`config.mk`:
```
export PLATFORM = sky130hd
export DESIGN_NAME = instr_sequencer
export DESIGN_NICKNAME = d
export VERILOG_FILES = /design/src/rtl/seq_pkg.sv /design/src/rtl/instr_decode.sv /design/src/rtl/instr_sequencer.sv
export SDC_FILE = /design/constraint.sdc
export NUM_CORES = 1
export LEC_CHECK = 0
export ABC_AREA = 1
export CAP_MARGIN = 5
export CORE_ASPECT_RATIO = 1.5
export CORE_MARGIN = 5
export CORE_UTILIZATION = 45
export DETAILED_ROUTE_END_ITERATION = 8
export PLACE_DENSITY = 0.75
export REMOVE_ABC_BUFFERS = 1
export SLEW_MARGIN = 20
export SYNTH_ARGS = -nofsm -noshare
export SYNTH_HDL_FRONTEND = slang
export SYNTH_SLANG_ARGS = --single-unit
export TNS_END_PERCENT = 1
```
`constraint.sdc`:
```
create_clock -name clk -period 2.6 [get_ports clk]
set_input_delay 0.39 -clock clk [delete_from_list [all_inputs] [get_ports clk]]
set_output_delay 0.39 -clock clk [all_outputs]
set_load 0.02 [all_outputs]
```
`src/rtl/seq_pkg.sv`:
```
// Shared types and encodings for the instruction sequencer: FSM states,
// opcode-class (op1) values, branch condition codes and the HALT op2 value.
package seq_pkg;

  typedef enum logic [2:0] {
    StFetch,
    StDecode,
    StExec,
    StMem,
    StWb,
    StHalt,
    StFault
  } seq_state_e;

  localparam logic [1:0] Op1Mem = 2'b00;
  localparam logic [1:0] Op1Sys = 2'b01;
  localparam logic [1:0] Op1Br  = 2'b10;
  localparam logic [1:0] Op1Alu = 2'b11;

  localparam logic [2:0] Op2Load  = 3'b000;
  localparam logic [2:0] Op2Store = 3'b001;
  localparam logic [2:0] Op2Halt  = 3'b111;

  localparam logic [2:0] CondAl = 3'd0;
  localparam logic [2:0] CondZ  = 3'd1;
  localparam logic [2:0] CondNz = 3'd2;
  localparam logic [2:0] CondN  = 3'd3;
  localparam logic [2:0] CondNn = 3'd4;
  localparam logic [2:0] CondC  = 3'd5;
  localparam logic [2:0] CondNc = 3'd6;
  localparam logic [2:0] CondV  = 3'd7;

endpackage

```
`src/rtl/instr_decode.sv`:
```
// Combinational field extraction for the instruction register plus branch
// condition evaluation against the {V,N,C,Z} flag vector.
module instr_decode
  import seq_pkg::*;
(
  input  logic [15:0] ir_i,
  input  logic [3:0]  flags_i,
  output logic [1:0]  op1_o,
  output logic [2:0]  op2_o,
  output logic [3:0]  op3_o,
  output logic        cond_true_o,
  output logic [15:0] br_off_o
);

  logic [2:0] w_cond;
  logic [7:0] w_imm8;
  logic       w_z;
  logic       w_c;
  logic       w_n;
  logic       w_v;

  assign op1_o  = ir_i[15:14];
  assign op2_o  = ir_i[13:11];
  assign w_cond = ir_i[10:8];
  assign op3_o  = ir_i[7:4];
  assign w_imm8 = ir_i[7:0];

  assign w_z = flags_i[0];
  assign w_c = flags_i[1];
  assign w_n = flags_i[2];
  assign w_v = flags_i[3];

  assign br_off_o = {{8{w_imm8[7]}}, w_imm8};

  always_comb begin
    cond_true_o = 1'b0;
    case (w_cond)
      CondAl:  cond_true_o = 1'b1;
      CondZ:   cond_true_o = w_z;
      CondNz:  cond_true_o = ~w_z;
      CondN:   cond_true_o = w_n;
      CondNn:  cond_true_o = ~w_n;
      CondC:   cond_true_o = w_c;
      CondNc:  cond_true_o = ~w_c;
      CondV:   cond_true_o = w_v;
      default: cond_true_o = 1'b0;
    endcase
  end

endmodule

```
`src/rtl/instr_sequencer.sv`:
```
// Multi-cycle fetch/decode/execute sequencer with registered handshakes.
// Optional memory-wait timeout into a terminal FAULT state: SEQ_TIMEOUT_EN.
module instr_sequencer
  import seq_pkg::*;
#(
  parameter logic [15:0] RESET_PC    = 16'h0000,
  parameter int unsigned TIMEOUT_CYC = 255
) (
  input  logic        clk,
  input  logic        rst_n,
  output logic        imem_req_o,
  output logic [15:0] imem_addr_o,
  input  logic        imem_ack_i,
  input  logic [15:0] imem_data_i,
  output logic        dmem_req_o,
  output logic        dmem_we_o,
  input  logic        dmem_ack_i,
  input  logic [3:0]  flags_i,
  output logic        alu_en_o,
  output logic [3:0]  alu_op_o,
  output logic        reg_we_o,
  output logic [15:0] ir_o,
  output logic        halted_o,
  output logic        fault_o
);

  seq_state_e  r_state;
  logic [15:0] r_pc;
  logic [15:0] r_ir;
  logic        r_imem_req;
  logic        r_dmem_req;
  logic        r_dmem_we;
  logic        r_alu_en;
  logic        r_reg_we;
  logic        r_halted;

  logic [1:0]  w_op1;
  logic [2:0]  w_op2;
  logic [3:0]  w_op3;
  logic        w_cond_true;
  logic [15:0] w_br_off;

  instr_decode u_decode (
    .ir_i        (r_ir),
    .flags_i     (flags_i),
    .op1_o       (w_op1),
    .op2_o       (w_op2),
    .op3_o       (w_op3),
    .cond_true_o (w_cond_true),
    .br_off_o    (w_br_off)
  );

`ifdef SEQ_TIMEOUT_EN
  localparam logic [7:0] TimeoutLast = 8'(TIMEOUT_CYC - 1);
  logic [7:0] r_wait;
  logic       r_fault;
  assign fault_o = r_fault;
`else
  logic [31:0] w_unused_timeout;
  assign w_unused_timeout = TIMEOUT_CYC;
  assign fault_o = 1'b0;
`endif

  // Outputs are registered: every transition sets up the strobes of the state it enters.
  always_ff @(posedge clk or negedge rst_n) begin
    if (!rst_n) begin
      r_state    <= StFetch;
      r_pc       <= RESET_PC;
      r_ir       <= '0;
      r_imem_req <= 1'b0;
      r_dmem_req <= 1'b0;
      r_dmem_we  <= 1'b0;
      r_alu_en   <= 1'b0;
      r_reg_we   <= 1'b0;
      r_halted   <= 1'b0;
`ifdef SEQ_TIMEOUT_EN
      r_wait     <= '0;
      r_fault    <= 1'b0;
`endif
    end else begin
`ifdef SEQ_TIMEOUT_EN
      r_wait <= '0;
`endif
      case (r_state)
        StFetch: begin
          // Request is still low only in the first cycle out of reset.
          if (!r_imem_req) begin
            r_imem_req <= 1'b1;
          end else if (imem_ack_i) begin
            r_ir       <= imem_data_i;
            r_pc       <= r_pc + 16'd1;
            r_imem_req <= 1'b0;
            r_state    <= StDecode;
          end
`ifdef SEQ_TIMEOUT_EN
          else if (r_wait == TimeoutLast) begin
            r_imem_req <= 1'b0;
            r_fault    <= 1'b1;
            r_state    <= StFault;
          end else begin
            r_wait <= r_wait + 8'd1;
          end
`endif
        end
        StDecode: begin
          case (w_op1)
            Op1Alu: begin
              r_alu_en <= 1'b1;
              r_state  <= StExec;
            end
            Op1Mem: begin
              if (w_op2 == Op2Load || w_op2 == Op2Store) begin
                r_dmem_req <= 1'b1;
                r_dmem_we  <= (w_op2 == Op2Store);
                r_state    <= StMem;
              end else begin
                r_imem_req <= 1'b1;
                r_state    <= StFetch;
              end
            end
            Op1Br: begin
              if (w_cond_true) r_pc <= r_pc + w_br_off;
              r_imem_req <= 1'b1;
              r_state    <= StFetch;
            end
            Op1Sys: begin
              if (w_op2 == Op2Halt) begin
                r_halted <= 1'b1;
                r_state  <= StHalt;
              end else begin
                r_imem_req <= 1'b1;
                r_state    <= StFetch;
              end
            end
            default: r_state <= StFetch;
          endcase
        end
        StExec: begin
          r_alu_en <= 1'b0;
          r_reg_we <= 1'b1;
          r_state  <= StWb;
        end
        StMem: begin
          if (dmem_ack_i) begin
            r_dmem_req <= 1'b0;
            r_dmem_we  <= 1'b0;
            if (r_dmem_we) begin
              r_imem_req <= 1'b1;
              r_state    <= StFetch;
            end else begin
              r_reg_we <= 1'b1;
              r_state  <= StWb;
            end
          end
`ifdef SEQ_TIMEOUT_EN
          else if (r_wait == TimeoutLast) begin
            r_dmem_req <= 1'b0;
            r_dmem_we  <= 1'b0;
            r_fault    <= 1'b1;
            r_state    <= StFault;
          end else begin
            r_wait <= r_wait + 8'd1;
          end
`endif
        end
        StWb: begin
          r_reg_we   <= 1'b0;
          r_imem_req <= 1'b1;
          r_state    <= StFetch;
        end
        StHalt:  r_state <= StHalt;
        StFault: r_state <= StFault;
        default: r_state <= StFetch;
      endcase
    end
  end

  assign imem_req_o  = r_imem_req;
  assign imem_addr_o = r_pc;
  assign dmem_req_o  = r_dmem_req;
  assign dmem_we_o   = r_dmem_we;
  assign alu_en_o    = r_alu_en;
  assign alu_op_o    = w_op3;
  assign reg_we_o    = r_reg_we;
  assign ir_o        = r_ir;
  assign halted_o    = r_halted;

endmodule

```
==> out/qor.csv, run 1 <==
metric,value,unit
ys_ff_latch,41,
critPathRequiredTime,2.79,ns
cp.arrival,2.57,ns
multi_input_area,1410,um2
areaGrowthSynthToFinish,29.5,%
slowest_stage,fa_1,
fillCellCount,552,
synth_compound_area_share,12.0,%
cts_resized,0,
final_max_slew_viol_count,0,
clkTransAtPathRegs,0.08,ns
p_sw,2.34,mW
rsz0062_at_grt,no,
fin_tns_setup,0,ns
grt_start_max_net_pins,42,
cts_sinks,41,
p_comb_share,63.0,%
worst_setup_path_start_kind,flip-flop,
start_util,45.5,%
status,"complete, no violations",
synth-simple-area-share,32.1,%
chipWidth,73.9,um
clockBufferDepth,2,
vias_per_cell,5.14,
yosysWarnings,0,
max_freq,0.420,GHz
die_y,106,um
rows,35,
crit_path_cell_trace,inv_4 -> nor2_2 -> nand2_1 -> or2_2 -> ha_1 -> fa_1 -> nand2_1 -> nand3_1 -> nand3_1 -> nor2_2 -> nor3_1 -> nand3b_1 -> nand2_1,
crit_family,simple AND/OR/NAND/NOR gates,
fin_crit_sh,91.7,%
crit_top_cell,nand2_1,
drt-initial-drc-count,165,
relSlewSlack,37.4,%
pwr-share-clk,11.2,%
worst_slew_pin_slew,0.939,ns
finalWirelength,6960,um
drc_errors,0,
nets,471,
slowest_delay,0.43,ns
period_minus_slack,2.38,ns
post_drt_wl_per_cell,13.5,um
cp_max_fo,3,
finalHoldViolCount,0,
grt_pass1_wl,12000,um
peakVddDrop,729,uV
cts_made_buffers,5,
synth_top_family_by_area,simple AND/OR/NAND/NOR gates,
drive_gt1_share,11.4,%
crit_type,reg -> reg,
final-seq-area,1030,um2
pwr-share-seq,25.7,%
finalWeightedCongestion,0.913,
crit_buf_inv,1,
muxShareOfSynthArea,0,%
grt_pass1_vias,2615,
synth_xor_area_share,3.18,%
numPortBuffers,65,
hold_class,in -> async,
synthCells,372,
finalSetupViolCount,0,
cellLeakagePower,1.74,nW
maxCapViolations,0,
dp_hpwl,5460,um
cts_max_level,2,
drtPass1Iterations,5,
worstSetupEndpointType,flip-flop,
cts_root_buf,clkbuf_8,
ys_types,39,
antenna-diode-count,0,
io_pins,67,
placed_area,3450,um2
cts_tree,done,
post-cts-setup-buffers,0,
clock_skew,0.00651,ns
hold_buffers,0,
vias,2641,
netlist_area,2750,um2
antenna_left,0,
antenna_found_initial,0,
grt_usage,19.2,%
avgSynthCellArea,7.40,um2
finalInstanceArea,3570,um2
core,6040,um2
ys_seq_area_share,37.3,%
die_area,7810,um2
grt.overflow.total,0,
power.internal,2.49,mW
power_per_cell_area,1360,nW/um2
insertion_delay,0.29,ns
synthAdderAreaFrac,3.91,%
power_switching_share,48.4,%
## Yosys cell counts (all sizes together)
master	n	area share, %
nand4	12	3.3
a21o	1	0.27
nand3b	1	0.27
o21ai	29	6.2
a21oi	8	1.9
nand3	21	4.0
nor3	8	1.9
nor2	25	3.8
xnor2	5	1.6
fa	1	0.73
ha	7	3.2
buf	12	3.7
a31o	1	0.32
clkbuf	1	0.14
o211ai	2	0.55
a32o	1	0.36
a41oi	6	1.9
a31oi	1	0.23
inv	54	7.5
o32ai	1	0.32
conb	1	0.14
dfrtp	41	37
or2	1	0.23
nand2	127	19
xor2	5	1.6
## per-stage QoR
| stage | cells | setup WS (ns) | hold slack, ns | utilization (%) | power, mW |
|---|---|---|---|---|---|
| floorplan | 359 | 0.0636 | 0.0944 | - | 3.13 |
| global placement | 506 | 0.318 | 0.451 | 57.0 | 4.24 |
| detailed placement | 506 | 0.206 | 0.466 | 57.0 | 4.30 |
| CTS | 514 | 0.195 | 0.264 | 59.0 | 4.86 |
| global route | 514 | 0.0191 | 0.319 | 59.0 | 5.25 |
| finish | 514 | 0.216 | 0.232 | 59.0 | 4.83 |
## layer usage
layer	vias up	GRT usage [%]	part of all wire [%]
met3	16	2.86	3.7
met4	0	7.77	2.5
met2	76	34.6	54
met1	1228	21.9	40
met5	-	0	0
li1	1321	-	-
## cell type report
cell class,count,area share [%]
clock inverters,2,1.05
multi-input cells,264,39.6
clock buffers,6,2.32
inverters,54,5.82
well taps,74,2.60
repair buffers,73,19.8
flip-flops and latches,41,28.8
## cells by family after synthesis
logic type,count (synthesis)
compound gates,50
xor+xnor,10
fa+ha+maj,8
buf+inv,67
flops,41
other cells,1
simple gates,195
## placed cells by master, fill, tap and decap left out, types with 2 or more instances in the layout
cell and count:
clkbuf_8 6, o21ai_0 17, a21oi_1 7, o21ai_1 5
ha_1 7, nand4_1 11, o21ai_2 7, nor2_1 21
inv_4 2, nand2_4 2, nand3_1 20, dfrtp_1 41
a41oi_1 6, inv_1 49, buf_4 8, xnor2_1 5
nor3_1 7, nor2_2 4, inv_2 3, o211ai_1 2
clkdlybuf4s50_1 64, nand2_2 9, nand2_1 116, xor2_1 5
## final timing paths
check	startpoint	endpoint	slack, ns	cells after the start
setup / recovery	r_state[0]$_DFFE_PN0P_	imem_addr_o[10]$_DFFE_PN0P_	0.22	13
hold / removal	rst_n	imem_addr_o[13]$_DFFE_PN0P_	0.23	1
setup reg to reg	r_state[0]$_DFFE_PN0P_	imem_addr_o[10]$_DFFE_PN0P_	0.22	13
hold reg to reg	halted_o$_DFFE_PN0P_	halted_o$_DFFE_PN0P_	0.48	2
max in group asynchronous	rst_n	ir_o[3]$_DFFE_PN0P_	1.78	1
min in group clk	halted_o$_DFFE_PN0P_	halted_o$_DFFE_PN0P_	0.48	2
## sequential cells by signal, indices dropped and copies added, names as in the netlist
register,cells
alu_en_o,1
dmem_we_o,1
ir_o,16
imem_addr_o,16
reg_we_o,1
imem_req_o,1
r_state,3
halted_o,1
dmem_req_o,1
## power by group through the flow
stage	combinational [mW]	clock, mW	sequential, mW
6_report	3.05	0.543	1.24
5_1_grt	3.37	0.578	1.30
4_1_cts	3.07	0.551	1.24
3_5_place_dp	3.05	0	1.25
3_3_place_gp	3.00	0	1.24
2_1_floorplan	1.54	0	1.58
(Power assumes the default switching activity.)
==> inputs of run 2 (changes only) <==
- CORE_UTILIZATION: 45 -> 47
- CTS_BUF_LIST: default -> sky130_fd_sc_hd__clkbuf_4
- CTS_CLUSTER_SIZE: default -> 25
- PLACE_DENSITY: 0.75 -> 0.78
==> run 2 against run 1 <==
  * Die area decreased by 3.8%
  * Register-to-register slack got worse by 0.03 ns
  * Clock skew increased by 0.0057 ns
  * Fmax decreased by 1.4%
  * Final area decreased by 2.1%
  * Critical path depth unchanged
  * Combinational power decreased by 1%
  * Wire length decreased by 0.70%
  * Global-route usage increased by 0.50 points
  * Highest routed layer unchanged
==> out/qor.csv, run 2 (synthesized netlist as in run 1, its figures left out) <==
metric,value,unit,change
status,"complete, no violations",,unchanged
insertion_delay,0.36,ns,was 0.29 ns
grt.overflow.total,0,,unchanged
multi_input_area,1410,um2,unchanged
cts_made_buffers,5,,unchanged
fillCellCount,542,,was 552
hold_class,in -> async,,unchanged
clock_skew,0.0122,ns,was 0.00651 ns
hold_buffers,0,,unchanged
layout_commonest_cell,nand2_1,,unchanged
grt_start_max_net_pins,42,,unchanged
slowest_stage,fa_1,,unchanged
dp_hpwl,5360,um,was 5460 um
grt_pass1_vias,2773,,was 2615
chipWidth,72.5,um,was 73.9 um
rows,34,,was 35
post-cts-setup-buffers,0,,unchanged
drc_errors,0,,unchanged
drive_gt1_share,11.2,%,was 11.4%
finalHoldViolCount,0,,unchanged
final_util,60.8,%,was 59.0%
drt-initial-drc-count,136,,was 165
rsz0062_at_grt,no,,unchanged
start_util,47.9,%,was 45.5%
clockBufferDepth,2,,unchanged
fin_crit_sh,93.0,%,was 91.7%
worstSetupEndpointType,flip-flop,,unchanged
fin_tns_setup,0,ns,unchanged
cts_tree,done,,unchanged
worst_slew_pin_slew,0.929,ns,was 0.939 ns
finalWirelength,6910,um,was 6960 um
slowest_delay,0.46,ns,was 0.43 ns
crit_buf_inv,1,,unchanged
finalWeightedCongestion,0.926,,was 0.913
worst_setup_path_start_kind,flip-flop,,unchanged
numPortBuffers,65,,unchanged
final_max_slew_viol_count,0,,unchanged
io_pins,67,,unchanged
mostFrequentLayoutCells,"116 x nand2_1, 64 x clkdlybuf4s50_1, 49 x inv_1, 41 x dfrtp_1, 21 x nor2_1",,unchanged
core,5740,um2,was 6040 um2
cp_max_fo,3,,unchanged
cts_root_buf,clkbuf_4,,was clkbuf_8
peakVddDrop,687,uV,was 729 uV
die_area,7520,um2,was 7810 um2
grt_usage,19.8,%,was 19.2%
die_y,104,um,was 106 um
antenna-diode-count,0,,unchanged
period_minus_slack,2.42,ns,was 2.38 ns
antenna_left,0,,unchanged
crit_family,simple AND/OR/NAND/NOR gates,,unchanged
post_drt_wl_per_cell,13.5,um,about the same
crit_type,reg -> reg,,unchanged
clkTransAtPathRegs,0.13,ns,was 0.08 ns
critPathRequiredTime,2.87,ns,was 2.79 ns
vias,2687,,was 2641
cts_resized,0,,unchanged
relSlewSlack,38.1,%,was 37.4%
vias_per_cell,5.26,,was 5.14
finalPower,4.59,mW,was 4.83 mW
antenna_found_initial,0,,unchanged
finalSetupViolCount,0,,unchanged
power_per_cell_area,1310,nW/um2,was 1360 nW/um2
cellLeakagePower,1.71,nW,was 1.74 nW
crit_top_cell,nand2_1,,unchanged
grt_pass1_wl,12100,um,was 12000 um
final-seq-area,1030,um2,unchanged
drtPass1Iterations,4,,was 5
nets,470,,was 471
whs,0.150,ns,was 0.232 ns
maxCapViolations,0,,unchanged
max_freq,0.414,GHz,was 0.420 GHz
areaGrowthSynthToFinish,26.8,%,was 29.5%
crit_path_cell_trace,inv_4 -> nor2_2 -> nand2_1 -> or2_2 -> ha_1 -> fa_1 -> nand2_1 -> nand3_1 -> nand3_1 -> nor2_2 -> nor3_1 -> nand3b_1 -> nand2_1,,unchanged
cp.arrival,2.69,ns,was 2.57 ns
cts_sinks,41,,unchanged
cts_max_level,2,,unchanged
[run 2: cell count changes in the layout (fill, tap and decap cells not counted), sizes merged]
cell,change
bufinv,-1
clkbuf,-1
buf,-1
clkinv,+2
[run 2: report_power, final]
| group | internal, mW | switching, mW | total (mW) | leakage [nW] |
|---|---|---|---|---|
| logic | 1.23 | 1.77 | 3.01 | 1.16 |
| registers | 0.933 | 0.318 | 1.25 | 0.513 |
| clock network | 0.102 | 0.226 | 0.329 | 0.0310 |
[run 2: final cells by class]
class                   count  share of cell area (%)
clock buffers               5                    1.08
clock inverters             3                   0.502
inverters                  54                    5.95
multi-input cells         264                    40.5
flip-flops and latches     41                    29.4
well taps                  72                    2.58
repair buffers             72                    20.0
[run 2: path summary, 6_finish.rpt]
kind                                   startpoint  slack [ns]  cells after the start                     endpoint
max                        r_state[0]$_DFFE_PN0P_        0.18                     13  imem_addr_o[10]$_DFFE_PN0P_
min                                         rst_n        0.15                      1         halted_o$_DFFE_PN0P_
max reg2reg                r_state[0]$_DFFE_PN0P_        0.18                     13  imem_addr_o[10]$_DFFE_PN0P_
min reg2reg                  halted_o$_DFFE_PN0P_        0.49                      2         halted_o$_DFFE_PN0P_
max in group asynchronous                   rst_n        1.86                      1          ir_o[3]$_DFFE_PN0P_
min in group clk             halted_o$_DFFE_PN0P_        0.49                      2         halted_o$_DFFE_PN0P_
[run 2: metrics by stage]
| step | setup slack, ns | cell area [um2] | cells |
|---|---|---|---|
| floorplan | 0.0636 | 2650 | 359 |
| global placement | 0.314 | 3440 | 503 |
| detailed placement | 0.232 | 3440 | 503 |
| CTS | 0.200 | 3490 | 511 |
| global route | 0.0353 | 3490 | 511 |
| finish | 0.182 | 3490 | 511 |
[run 2: metal layers]
metal  global-route usage, %  vias to the layer above  wire length (um)
li1                        -                     1326                 -
met2                    34.5                       79              3560
met4                    9.89                        0               285
met5                       0                        -                 0
met3                    3.20                       26               325
met1                    22.6                     1256              2740
==> inputs of run 3 (changes only) <==
- CORE_ASPECT_RATIO: 1.5 -> default
- CORE_MARGIN: 5 -> 4
==> run 3 against run 2 <==
  * Register-to-register slack is essentially flat
  * Critical path depth is the same
  * Total power grew 1.4%
  * Core utilization grew 1.8 points
  * Fmax shrank 0.31%
  * Clock-buffer cell count is the same
  * First-iteration DRC count grew 8.8%
  * Final area grew 0.54%
  * Final cell count shrank 0.20%
  * Worst setup slack lost 0.0076 ns
  * Non-clock buffer count is the same
  * Wire length shrank 2.5%
  * Critical path type unchanged
  * Critical endpoint unchanged
  * Largest cell class unchanged
==> out/qor.csv, run 3 (synthesized netlist as in run 1, its figures left out) <==
metric,value,unit,change
cp.arrival,2.69,ns,about the same
slowest_delay,0.43,ns,was 0.46 ns
fin_crit_sh,93.3,%,was 93.0%
cts_made_buffers,5,,unchanged
drc_errors,0,,unchanged
whs,0.162,ns,was 0.150 ns
drive_gt1_share,11.2,%,about the same
cts_sinks,41,,unchanged
start_util,49.1,%,was 47.9%
io_pins,67,,unchanged
placed_area,3440,um2,unchanged
cellLeakagePower,1.72,nW,was 1.71 nW
dp_cells,503,,unchanged
cp_max_fo,3,,unchanged
maxCapViolations,0,,unchanged
drt-initial-drc-count,148,,was 136
grt_pass1_vias,2644,,was 2773
worst_slew_pin_slew,0.940,ns,was 0.929 ns
clockBufferDepth,2,,unchanged
finalHoldViolCount,0,,unchanged
period_minus_slack,2.43,ns,was 2.42 ns
crit_type,reg -> reg,,unchanged
insertion_delay,0.36,ns,about the same
status,"complete, no violations",,unchanged
die_area,7150,um2,was 7520 um2
rows,27,,was 34
max_freq,0.412,GHz,was 0.414 GHz
fin_tns_setup,0,ns,unchanged
final-seq-area,1030,um2,about the same
finalWirelength,6740,um,was 6910 um
drtPass1Iterations,4,,unchanged
vias_per_cell,5.15,,was 5.26
clock_skew,0.00351,ns,was 0.0122 ns
antenna-diode-count,0,,unchanged
post-place-ws,0.213,ns,was 0.232 ns
multi_input_area,1410,um2,unchanged
crit_path_cell_trace,inv_4 -> nor2_2 -> nand2_1 -> or2_2 -> ha_1 -> fa_1 -> nand2_1 -> nand3_1 -> nand3_1 -> nor2_2 -> nor3_1 -> nand3b_1 -> nand2_1,,unchanged
finalInstanceArea,3510,um2,was 3490 um2
antenna_left,0,,unchanged
crit_top_cell,nand2_1,,unchanged
cts_tree,done,,unchanged
vias,2626,,was 2687
grt_start_max_net_pins,42,,unchanged
areaGrowthSynthToFinish,27.5,%,was 26.8%
finalSetupViolCount,0,,unchanged
dp_hpwl,5110,um,was 5360 um
cts_root_buf,clkbuf_4,,unchanged
finalPower,4.65,mW,was 4.59 mW
grt.overflow.total,0,,unchanged
worstSetupEndpointType,flip-flop,,unchanged
finalWeightedCongestion,0.848,,was 0.926
slowest_stage,fa_1,,unchanged
post_drt_wl_per_cell,13.2,um,was 13.5 um
grt_pass1_wl,11700,um,was 12100 um
worst_setup_path_start_kind,flip-flop,,unchanged
final_util,62.6,%,was 60.8%
relSlewSlack,37.4,%,was 38.1%
chipWidth,84.5,um,was 72.5 um
clkTransAtPathRegs,0.12,ns,was 0.13 ns
numPortBuffers,65,,unchanged
critPathRequiredTime,2.86,ns,was 2.87 ns
hold_class,in -> async,,unchanged
grt_usage,19.7,%,was 19.8%
fillCellCount,529,,was 542
antenna_found_initial,0,,unchanged
peakVddDrop,721,uV,was 687 uV
die_y,84.5,um,was 104 um
mostFrequentLayoutCells,"116 x nand2_1, 64 x clkdlybuf4s50_1, 49 x inv_1, 40 x dfrtp_1, 21 x nor2_1",,"was 116 x nand2_1, 64 x clkdlybuf4s50_1, 49 x inv_1, 41 x dfrtp_1, 21 x nor2_1"
layout_setup_ws,0.174,ns,was 0.182 ns
core,5610,um2,was 5740 um2
cts_max_level,2,,unchanged
post-cts-setup-buffers,0,,unchanged
final_cells,510,,was 511
rsz0062_at_grt,no,,unchanged
nets,470,,unchanged
power_per_cell_area,1330,nW/um2,was 1310 nW/um2
final_max_slew_viol_count,0,,unchanged
layout_commonest_cell,nand2_1,,unchanged
-- run 3: cell types whose count changed in the layout (fill, tap and decap cells not counted), sizes merged --
cell / delta
bufinv: +1
clkinv: -1
clkinvlp: -1
-- run 3: path summary, 6_finish.rpt --
| kind | startpoint | cells past startpoint | endpoint | slack [ns] |
|---|---|---|---|---|
| setup reg to reg | r_state[0]$_DFFE_PN0P_ | 13 | imem_addr_o[10]$_DFFE_PN0P_ | 0.17 |
| max in group asynchronous | rst_n | 1 | r_state[1]$_DFFE_PN0P_ | 1.80 |
| min in group clk | halted_o$_DFFE_PN0P_ | 2 | halted_o$_DFFE_PN0P_ | 0.48 |
| hold reg to reg | halted_o$_DFFE_PN0P_ | 2 | halted_o$_DFFE_PN0P_ | 0.48 |
| setup / recovery | r_state[0]$_DFFE_PN0P_ | 13 | imem_addr_o[10]$_DFFE_PN0P_ | 0.17 |
| hold / removal | rst_n | 1 | ir_o[2]$_DFFE_PN0P_ | 0.16 |
-- run 3: power breakdown --
| part | switching (mW) | internal, mW | leakage (nW) |
|---|---|---|---|
| combinational | 1.76 | 1.23 | 1.16 |
| sequential | 0.311 | 0.934 | 0.512 |
| clock | 0.217 | 0.196 | 0.0410 |
-- run 3: worst max-delay path, delay by kind of cell (launching register included) --
| family | cells | cell delay [ns] |
|---|---|---|
| and+or+nand+nor | 10 | 1.21 |
| adders and majority gates | 2 | 0.64 |
| buffers and inverters | 1 | 0.06 |
| DFF | 1 | 0.42 |
-- run 3: layout make-up --
type,count,share of cell area (%)
timing repair buffer,72,19.9
sequential,41,29.3
inverter,54,5.92
clock buffer,5,1.07
tap,72,2.57
multi-input combinational,264,40.3
clock inverter,2,0.998
-- run 3: what timing repair did --
item	CTS	global route
endpoints found under the setup margin	0	1
hold buffers	0	0
gates resized for setup	0	1
-- run 3: layer usage --
| metal | track usage, % | vias to the layer above | part of all wire [%] |
|---|---|---|---|
| li1 | - | 1323 | - |
| met1 | 24.8 | 1232 | 44 |
| met2 | 33.6 | 63 | 50 |
| met3 | 4.22 | 8 | 4.7 |
| met4 | 6.62 | 0 | 1.2 |
| met5 | 0 | - | 0 |
